## config.mk

```make
export PLATFORM = sky130hd
export DESIGN_NAME = prefix_subtractor_seq
export DESIGN_NICKNAME = d
export VERILOG_FILES = /design/src/rtl/prefix_subtractor_seq.sv
export SDC_FILE = /design/constraint.sdc
export NUM_CORES = 1
export LEC_CHECK = 0
export CAP_MARGIN = 20
export CORE_AREA = 2 2 49 51
export DETAILED_ROUTE_END_ITERATION = 6
export DIE_AREA = 0 0 51 53
export DONT_BUFFER_PORTS = 1
export GPL_TIMING_DRIVEN = 1
export PLACE_DENSITY = 0.67
export SYNTH_ARGS = -nofsm -noshare
export SYNTH_HDL_FRONTEND = slang
export SYNTH_SLANG_ARGS = --single-unit
export TNS_END_PERCENT = 30
```

## constraint.sdc

```tcl
create_clock -name clock -period 3.3 [get_ports clock]
set_input_delay 0.33 -clock clock [delete_from_list [all_inputs] [get_ports clock]]
set_output_delay 0.33 -clock clock [all_outputs]
set_load 0.02 [all_outputs]
```

## src/rtl/prefix_subtractor_seq.sv

```systemverilog
// Byte-serial multi-byte subtractor with a Sklansky prefix-tree carry chain and word framing FSM.
// Latency: one cycle from an accepted operand byte to the registered result byte.
// Backpressure: a single result register; in_ready drops while a result is held unconsumed or enable is low.
module prefix_subtractor_seq #(
  parameter int MAX_BYTES = 4
) (
  input  logic       clock,
  input  logic       reset_n,
  input  logic       enable,
  input  logic       in_valid,
  output logic       in_ready,
  input  logic       in_first,
  input  logic       in_last,
  input  logic [7:0] minuend,
  input  logic [7:0] subtrahend,
  output logic       out_valid,
  input  logic       out_ready,
  output logic [7:0] diff,
  output logic       out_borrow,
  output logic       out_last,
  output logic       out_zero,
  output logic       out_err
);

  // Counter must hold values 0..MAX_BYTES.
  localparam int CW = $clog2(MAX_BYTES + 1);

  typedef enum logic {
    S_IDLE    = 1'b0,
    S_IN_WORD = 1'b1
  } state_t;

  state_t          state_q, state_d;
  logic            borrow_q, borrow_d;
  logic [CW-1:0]   cnt_q, cnt_d;
  logic            zacc_q, zacc_d;
  logic            out_valid_q, out_valid_d;
  logic [7:0]      diff_q, diff_d;
  logic            out_borrow_q, out_borrow_d;
  logic            out_last_q, out_last_d;
  logic            out_zero_q, out_zero_d;
  logic            out_err_q, out_err_d;

  logic            accept;
  logic            word_start;
  logic            frame_err;
  logic            borrow_in;
  logic [CW-1:0]   cnt_nxt;
  logic            overflow;
  logic            last_w;
  logic            zero_nxt;

  logic [7:0]      sum;
  logic            borrow_o;

  // Reset gating keeps in_ready low while reset is asserted.
  assign in_ready = reset_n & enable & (~out_valid_q | out_ready);
  assign accept   = in_valid & in_ready;

  // Word framing decisions for the byte currently on the input.
  always_comb begin
    word_start = in_first | (state_q == S_IDLE);
    frame_err  = ~in_first & (state_q == S_IDLE);
    borrow_in  = word_start ? 1'b0 : borrow_q;
    cnt_nxt    = word_start ? CW'(1) : cnt_q + CW'(1);
    overflow   = (cnt_nxt == CW'(MAX_BYTES)) & ~in_last;
    last_w     = in_last | overflow;
    zero_nxt   = (word_start | zacc_q) & (sum == 8'h00);
  end

  // ---------------------------------------------------------------
  // Adder: minuend + ~subtrahend + ~borrow_in. The carry-in is folded
  // into bit 0's generate so every prefix group reaching bit 0 is the
  // true carry into the next bit.
  // ---------------------------------------------------------------
  logic [7:0] op_a, op_b;
  logic       cin;
  logic [7:0] g_bit, p_bit;
  logic [7:0] gl [0:3];
  logic [7:0] pl [0:2];

  assign op_a  = minuend;
  assign op_b  = ~subtrahend;
  assign cin   = ~borrow_in;
  assign g_bit = op_a & op_b;
  assign p_bit = op_a ^ op_b;

  // g | (p & cin) written as NAND of inverted terms.
  assign gl[0] = {g_bit[7:1], ~(~g_bit[0] & ~(p_bit[0] & cin))};
  assign pl[0] = p_bit;

  // Sklansky levels: node i with bit (l-1) set absorbs the top node of
  // the lower half of its 2^l block.
  for (genvar l = 1; l <= 3; l++) begin : g_lvl
    for (genvar i = 0; i < 8; i++) begin : g_node
      if (((i >> (l - 1)) % 2) == 1) begin : g_black
        localparam int J = ((i >> (l - 1)) << (l - 1)) - 1;
        assign gl[l][i] = ~(~gl[l-1][i] & ~(pl[l-1][i] & gl[l-1][J]));
        if (l < 3) begin : g_prop
          assign pl[l][i] = pl[l-1][i] & pl[l-1][J];
        end
      end else begin : g_pass
        assign gl[l][i] = gl[l-1][i];
        if (l < 3) begin : g_prop
          assign pl[l][i] = pl[l-1][i];
        end
      end
    end
  end

  assign sum      = p_bit ^ {gl[3][6:0], cin};
  assign borrow_o = ~gl[3][7];

  // Next-state, word bookkeeping and result register loads.
  always_comb begin
    state_d      = state_q;
    borrow_d     = borrow_q;
    cnt_d        = cnt_q;
    zacc_d       = zacc_q;
    out_valid_d  = out_valid_q;
    diff_d       = diff_q;
    out_borrow_d = out_borrow_q;
    out_last_d   = out_last_q;
    out_zero_d   = out_zero_q;
    out_err_d    = out_err_q;
    if (accept) begin
      state_d      = last_w ? S_IDLE : S_IN_WORD;
      borrow_d     = borrow_o;
      cnt_d        = cnt_nxt;
      zacc_d       = zero_nxt;
      out_valid_d  = 1'b1;
      diff_d       = sum;
      out_borrow_d = borrow_o;
      out_last_d   = last_w;
      out_zero_d   = last_w & zero_nxt;
      out_err_d    = frame_err | overflow;
    end else if (enable && out_ready) begin
      out_valid_d  = 1'b0;
    end
  end

  // State and result registers with asynchronous clear.
  always_ff @(posedge clock or negedge reset_n) begin
    if (!reset_n) begin
      state_q      <= S_IDLE;
      borrow_q     <= 1'b0;
      cnt_q        <= '0;
      zacc_q       <= 1'b0;
      out_valid_q  <= 1'b0;
      diff_q       <= 8'h00;
      out_borrow_q <= 1'b0;
      out_last_q   <= 1'b0;
      out_zero_q   <= 1'b0;
      out_err_q    <= 1'b0;
    end else begin
      state_q      <= state_d;
      borrow_q     <= borrow_d;
      cnt_q        <= cnt_d;
      zacc_q       <= zacc_d;
      out_valid_q  <= out_valid_d;
      diff_q       <= diff_d;
      out_borrow_q <= out_borrow_d;
      out_last_q   <= out_last_d;
      out_zero_q   <= out_zero_d;
      out_err_q    <= out_err_d;
    end
  end

  assign out_valid  = out_valid_q;
  assign diff       = diff_q;
  assign out_borrow = out_borrow_q;
  assign out_last   = out_last_q;
  assign out_zero   = out_zero_q;
  assign out_err    = out_err_q;

endmodule

```

### Yosys cells after proc, flatten, opt, wreduce, memory -nomap -nowiden

Index checks and enable logic that the tools add are counted.

| storage, ports and cells | value |
|---|---|
| register bits after elaboration | 18 |
| input bits | 23 |
| output and inout bits | 14 |
| logic and storage cells | 100 |

| cells by class | value |
|---|---|
| add/subtract/negate cells | 1 |
| equality and inequality tests | 1 |
| mux-type cells | 5 |
| bitwise operators | 81 |
| reductions and logical operators | 3 |

Operator list:

| cell | count |
|---|---|
| bitwise AND 1 bit | 38 |
| inverter 1 bit | 34 |
| XOR 8 bit | 2 |
| bitwise AND 8 bit | 1 |
| logical NOT 8 bit | 1 |
| inverter 8 bit | 1 |
| bitwise OR 1 bit | 5 |
| 2-to-1 mux 1 bit | 4 |
| adder 3 x 1 -> 3 bit (second input constant) | 1 |
| == test 3 bit (second input constant) | 1 |
| 2-to-1 mux 3 bit | 1 |
| nonzero test 2 bit | 1 |
| logical AND 1 bit | 1 |

### Longest topological paths before layout

Gate-level depths: netlist of run 1.

| logic depth | value |
|---|---|
| depth after elaboration | 24 |
| depth in mapped cells | 13 |
| gate-level depth less buffers | 13 |

### Worst setup path after synthesis of run 1

No wires, ideal clock.

| path | value |
|---|---|
| path kind | register to register |
| from | register state_q |
| to | register zacc_q |
| setup time | 0.066 ns |
| arrival time | 2.626 ns |
| required time | 3.234 ns |
| setup slack | 0.608 ns |
| stages on the path, launching flop included | 14 |
| buffers on the path | 0 |
| period minus slack after synthesis | 2.692 ns |
| path through | dfrtp_1 -> inv_1 -> nor2_1 -> and2_1 -> fa_1 -> fa_1 -> nor2b_1 -> o21ai_2 -> nand2b_1 -> fa_1 -> nor2_1 -> o2111ai_1 -> nor3_1 -> a22o_1 |

| on the way | value |
|---|---|
| elaborated cells between the ends (all ways) | 36 |
| classes of those cells | mux: 1; bitwise: 34; reduce/logical: 1 |

RTL lines:

| element | RTL line | source |
|---|---|---|
| from (decl) | 33 | `state_t state_q, state_d;` |
| from (signal assigned) | 156 | `state_q <= state_d;` |
| inverter 1 bit | 62 | `word_start = in_first \| (state_q == S_IDLE);` |
| bitwise OR 1 bit | 62 |  |
| 2-to-1 mux 1 bit | 64 | `borrow_in = word_start ? 1'b0 : borrow_q;` |
| inverter 1 bit | 84 | `assign cin = ~borrow_in;` |
| bitwise AND 1 bit | 89 | `assign gl[0] = {g_bit[7:1], ~(~g_bit[0] & ~(p_bit[0] & cin))};` |
| inverter 1 bit | 89 |  |
| bitwise AND 1 bit | 89 |  |
| inverter 1 bit | 89 |  |
| [4 not listed] | - |  |
| bitwise AND 1 bit | 98 | `assign gl[l][i] = ~(~gl[l-1][i] & ~(pl[l-1][i] & gl[l-1][J]));` |
| inverter 1 bit | 98 |  |
| bitwise AND 1 bit | 98 |  |
| inverter 1 bit | 98 |  |
| XOR 8 bit | 111 | `assign sum = p_bit ^ {gl[3][6:0], cin};` |
| named net sum[4] | 53 | `logic [7:0] sum;` |
| logical NOT 8 bit | 68 | `zero_nxt = (word_start \| zacc_q) & (sum == 8'h00);` |
| bitwise AND 1 bit | 68 |  |
| to (signal assigned) | 159 | `zacc_q <= zacc_d;` |
| to (decl) | 36 | `logic zacc_q, zacc_d;` |

The timed path passes the listed nets, and every way through them passes these cells.
A chain may end at the register's enable or synchronous reset.

### Final worst setup path of run 1

Ends and elaborated chain as after synthesis.

==> impl_metrics.yaml, run 1 <==
outcome:
  status: "finished, final reports clean"
pwr:
  vdd_drop_max_v: 0.000256
  leakage_uw: 0.000567
  powerDensity_mw_per_mm2: 566
timing:
  min_period_over_period_pct: 87.3
  finalCriticalPeriod_ps: 2880
  rsz0062_at_grt: "false"
  drv_slew: 0
  setup_viol_count_final: 0
  holdWs_ps: 173
  fin_ws_ps: 418
  clock_skew_ps: 1.28
  finalHoldViolations: 0
  tightest_slew_ps: 815
  fmax_ghz: 0.347
  relSlewSlack_pct: 45.5
  fin_setup_tns_ps: 0
drt:
  via_per_inst: 5.64
  drc: 0
  dr_total_vias: 812
  antenna_left: 0
  drt_iter0_markers: 9
  wl_per_cell_um: 14.7
  first_pass_iters: 4
  routed_wl_um: 2120
setup_path:
  cp_slowest_cell: "fa_1"
  path_buf_inv: 1
  ff2ff_path_depth: 13
  end_kind: "flop"
  cp.depth: 13
  worstSetupStartpoint: "state_q$_DFFE_PN0P_"
  r2r-start: "state_q$_DFFE_PN0P_"
  crit_type: "flop to flop"
  path_max_fanout: 4
  startpoint_type: "flop"
  reg2reg_setup_slack_ps: 420
  crit_path_frequent_cell: "fa_1"
  rr_endpoint: "zacc_q$_DFFE_PN0P_"
  cp-endpoint: "zacc_q$_DFFE_PN0P_"
  critPathMaxStageDelay_ps: 430
  cp.arrival_ps: 3120
  cp.required_ps: 3530
  path_delay_family: "adder cells"
  path_cells: "inv_1, nor2_1, and2_1, fa_1, fa_1, nor2b_1, o21ai_2, nand2b_1, fa_1, nor2_1, o2111ai_1, nor3_1, a22o_1"
global_route:
  overflow: 0
  grt_max_degree: 35
  grtUsageTotal_pct: 18.1
  grt_pass1_vias: 828
  antenna_found_initial: 0
  grt_pass1_wl_um: 3590
floorplanning:
  initial_utilization_pct: 52.6
  chipWidth_um: 51
  core_mm2: 0.00215
  die_area_mm2: 0.00270
  floorplan.rows: 17
  die_height_um: 53
  boundaryPins: 37
final_layout:
  fill_cells: 205
  drive_gt1_share_pct: 9.48
  fin_nets: 151
  final_common_cell: "dfrtp_1"
  final_cell_mix: "dfrtp_1 (18), nand2_1 (15), inv_1 (13)"
  area_growth_pct: 5.54
  fin_cells: 144
  fin_util_pct: 55.5
  insertedDiodeCount: 0
cts:
  cts.reportedPaths.clkPinSlew_ps: 100
  cts-buffers-inserted: 3
  cts-resized-gates: 0
  clk_latency_ps: 290
  clkSinkCount: 18
  cts_setup_buffers: 0
  ctsHoldBuffers: 1
  cts_tree: "built"
  clockBufferDepth: 2
  htree_levels: 1
  clockRootBuffer: "clkbuf_4"
yosys:
  yosysWarningCount: 0
  synth_edf_count: 0
  ys_types: 33
  ys_seq_elements: 18
  synthesis.area_mm2: 0.00113
  yosysSeqAreaShare_pct: 39.9
  synth.avg_cell_area_um2: 9.91
  synth_ff_type: "dfrtp_1"
  netlist_instances: 114
  async_reset_ff_share_pct: 100
  synth_fp_nets: 148
placement:
  gp_congestion: 0.751
  place_ws_ps: 403
  dp_cells: 139
  place_hpwl_um: 1680
  io_buffer_count: 0
job:
  cap_viol_max_count: 0
min_path:
  min_path_type: "input pin to flop"
[metal layers]
layer / vias up / share of wire, % / global-route usage, %
met5: - / 0 / 0
li1: 395 / - / -
met2: 31 / 52 / 32.7
met3: 2 / 8.3 / 5.08
met1: 384 / 38 / 19.1
met4: 0 / 1.3 / 9.46
[synth_stat cells, types with 4 or more instances]
library cell | number | area, um2
xnor2_1 | 4 | 35.0
fa_1 | 4 | 80.1
nand2_1 | 15 | 56.3
inv_1 | 13 | 48.8
nand2b_1 | 5 | 31.3
ha_1 | 7 | 87.6
nor2_1 | 4 | 15.0
a21oi_1 | 4 | 20.0
o21ai_0 | 10 | 50.1
dfrtp_1 | 18 | 450
[where the power goes]
part | switching [uW] | internal [uW] | total [uW]
clock | 66.6 | 67.2 | 134
combinational | 91.8 | 81.0 | 173
sequential | 91.4 | 277 | 369
[layout make-up]
type,count,area (um2),area share (%)
multi-input combinational,80,612,51.3
sequential,18,450,37.8
inverter,13,48.8,4.09
clock buffer,4,36.3,3.04
tap,28,35.0,2.94
timing repair buffer,1,10.0,0.839
[worst min-delay path by stage]
stage                         from                     end  slack, ps  depth (start not counted)
final                     in_valid  out_borrow$_DFFE_PN0P_        170                          1
after global routing      in_valid  out_borrow$_DFFE_PN0P_        160                          1
after CTS                 in_valid  out_borrow$_DFFE_PN0P_        170                          1
after detailed placement   reset_n    cnt_q[2]$_DFFE_PN0P_         30                          0
after global placement     reset_n    cnt_q[2]$_DFFE_PN0P_         30                          0
after floorplan            reset_n    cnt_q[0]$_DFFE_PN0P_         30                          0
[kinds of logic (layout without fill, tap and decap cells)]
family | count (synthesis) | in the layout | synth area share (%)
simple gates | 33 | 33 | 14.1
buf+inv | 16 | 18 | 5.98
fa+ha+maj | 11 | 11 | 14.8
mux | 3 | 3 | 2.88
flops | 18 | 18 | 39.9
compound gates | 29 | 29 | 19.3
xor+xnor | 4 | 4 | 3.10
[per-stage QoR]
stage	total power [uW]	instance area [um2]
finish	675	1190
CTS	684	1190
detailed placement	545	1150
global placement	536	1150
global route	728	1190
floorplan	505	1130
[state kept, by name, summed over array words and instances, names as in the netlist]
signal and cells:
state_q 1, out_err 1, diff 8, out_last 1
zacc_q 1, out_borrow 1, cnt_q 3, out_valid 1
out_zero 1
No activity file was read; power rests on OpenSTA's default activity.
==> run 2, diff against run 1 <==
ABC_AREA = 1   (was not set)
CORE_AREA = 2 2 48 50   (was 2 2 49 51)
DIE_AREA = 0 0 50 52   (was 0 0 51 53)
PLACE_DENSITY = 0.68   (was 0.67)
==> impl_metrics.yaml, run 2 <==
outcome:
  status: "finished, final reports clean"
global_route:
  grt_pass1_wl_um: 3390
  antenna_found_initial: 0
  overflow: 0
  grt_pass1_vias: 834
  grtUsageTotal_pct: 17.1
  grt_max_degree: 27
final_layout:
  largest_reg_flops: 8
  seq_area_um2: 450
  drive_gt1_share_pct: 10.3
  insertedDiodeCount: 0
  final_area_mm2: 0.00117
  fin_nets: 171
  area_growth_pct: 6.51
  final_cell_mix: "nand2_1 (40), inv_1 (19), dfrtp_1 (18)"
  final_common_cell: "nand2_1"
  fin_cells: 164
  multi_input_area_um2: 553
  fill_cells: 202
drt:
  first_pass_iters: 3
  routed_wl_um: 2010
  drt_iter0_markers: 9
  wl_per_cell_um: 12.2
  via_per_inst: 5.18
  antenna_left: 0
  dr_total_vias: 849
  drc: 0
placement:
  placed_area_mm2: 0.00112
  gp_congestion: 0.802
  dp_cells: 159
  place_ws_ps: 573
  place_hpwl_um: 1670
  io_buffer_count: 0
pwr:
  leakage_uw: 0.000623
  vdd_drop_max_v: 0.000262
  powerDensity_mw_per_mm2: 532
timing:
  drv_slew: 0
  rsz0062_at_grt: "false"
  finalCriticalPeriod_ps: 2740
  relSlewSlack_pct: 47.7
  setup_viol_count_final: 0
  fin_setup_tns_ps: 0
  min_period_over_period_pct: 83.1
  clock_skew_ps: 4.15
  holdWs_ps: 194
  tightest_slew_ps: 782
  fmax_ghz: 0.365
  finalHoldViolations: 0
  fin_ws_ps: 558
yosys:
  synth_ff_type: "dfrtp_1"
  yosysWarningCount: 0
  synth_top_family_by_area: "simple AND/OR/NAND/NOR gates"
  async_reset_ff_share_pct: 100
  post-synth-top-count-cell: "nand2_1"
  yosysTopAreaCell: "dfrtp_1"
  yosysSeqAreaShare_pct: 41.1
  synthMuxAreaShare_pct: 0
  synthXorXnorAreaFrac_pct: 1.60
  synth_edf_count: 0
  synth_common_cells: "nand2_1 (40), inv_1 (19), dfrtp_1 (18), ha_1 (7), nor2_1 (7)"
  synth.avg_cell_area_um2: 8.24
  synth_compound_area_share_pct: 10.0
  ys_seq_elements: 18
  synth_top_area_share_pct: 41.1
  ys_types: 20
  synthAdderAreaFrac_pct: 15.3
  yosys.area_share.simple_pct: 23.5
  synthesis.area_mm2: 0.00110
  synth.area.top_cells: "dfrtp_1 (41%), nand2_1 (14%), ha_1 (8.0%), fa_1 (7.3%), inv_1 (6.5%)"
  synth_fp_nets: 167
  netlist_instances: 133
setup_path:
  path_max_fanout: 4
  end_kind: "flop"
  cp.arrival_ps: 2980
  reg2reg_setup_slack_ps: 560
  cp.required_ps: 3530
  crit_type: "flop to flop"
  startpoint_type: "flop"
floorplanning:
  die_area_mm2: 0.00260
  chipWidth_um: 50
  floorplan.rows: 17
  initial_utilization_pct: 52.0
  die_height_um: 52
  boundaryPins: 37
  core_mm2: 0.00211
cts:
  htree_levels: 1
  cts_tree: "built"
  cts-buffers-inserted: 3
  cts.reportedPaths.clkPinSlew_ps: 100
  clk_latency_ps: 280
  clockRootBuffer: "clkbuf_4"
  cts_setup_buffers: 0
  clkSinkCount: 18
  clockBufferDepth: 2
job:
  cap_viol_max_count: 0
min_path:
  min_path_type: "input pin to flop"
-- run 2: repair_timing --
item	4_1_cts	5_1_grt
hold endpoints to repair	18	0
hold buffers	1	0
gates resized for setup	0	0
-- run 2: report_power, final --
part	internal (uW)	switching (uW)
clock	67.1	65.6
sequential	266	76.6
combinational	58.0	87.4
-- run 2: stage by stage --
step                      utilization, %  power [uW]
after floorplan                        -         457
after global placement              53.2         482
after detailed placement            53.2         490
after CTS                           55.4         626
after global routing                55.4         661
final                               55.4         621
-- run 2: cell type report --
type | count | share of cell area (%)
Timing Repair Buffer | 1 | 0.857
Tap cell | 28 | 3.00
Sequential cell | 18 | 38.6
Inverter | 22 | 7.07
Multi-Input combinational cell | 91 | 47.4
Clock buffer | 4 | 3.11
-- run 2: critical path: stages (launching register included) --
cell and delay (ps):
dfrtp_1 410, inv_2 90, nor2_4 40, inv_2 80, nor2_1 50, fa_1 380, fa_1 360, inv_1 90
nand3_1 70, nand2_1 140, fa_1 440, nor2_1 100, nand4_1 90, nor2_1 160, nand4_1 110, nand2_1 70
-- run 2: worst paths after layout --
path                                      from                     to  depth (start not counted)
max in group asynchronous              reset_n   cnt_q[1]$_DFFE_PN0P_                          1
setup / recovery           state_q$_DFFE_PN0P_   out_zero$_DFFE_PN0P_                         15
setup reg to reg           state_q$_DFFE_PN0P_   out_zero$_DFFE_PN0P_                         15
hold / removal                          enable  out_valid$_DFFE_PN0P_                          3
min in group asynchronous              reset_n    out_err$_DFFE_PN0P_                          1
hold reg to reg             zacc_q$_DFFE_PN0P_     zacc_q$_DFFE_PN0P_                          2
-- run 2: layer usage --
layer  vias up  wire, um  global-route usage [%]
met5         -         0                       0
met4         0        55                    11.1
met3         6        84                    2.30
met2        24      1030                    31.1
met1       395       836                    18.5
li1        424         -                       -
-- run 2: logic make-up after synthesis --
group                    count (synthesis)
AND/OR/NAND/NOR                         59
XOR/XNOR                                 2
adder cells (fa/ha/maj)                 11
buffers and inverters                   24
AO/OA/AOI/OAI                           19
flip-flops                              18
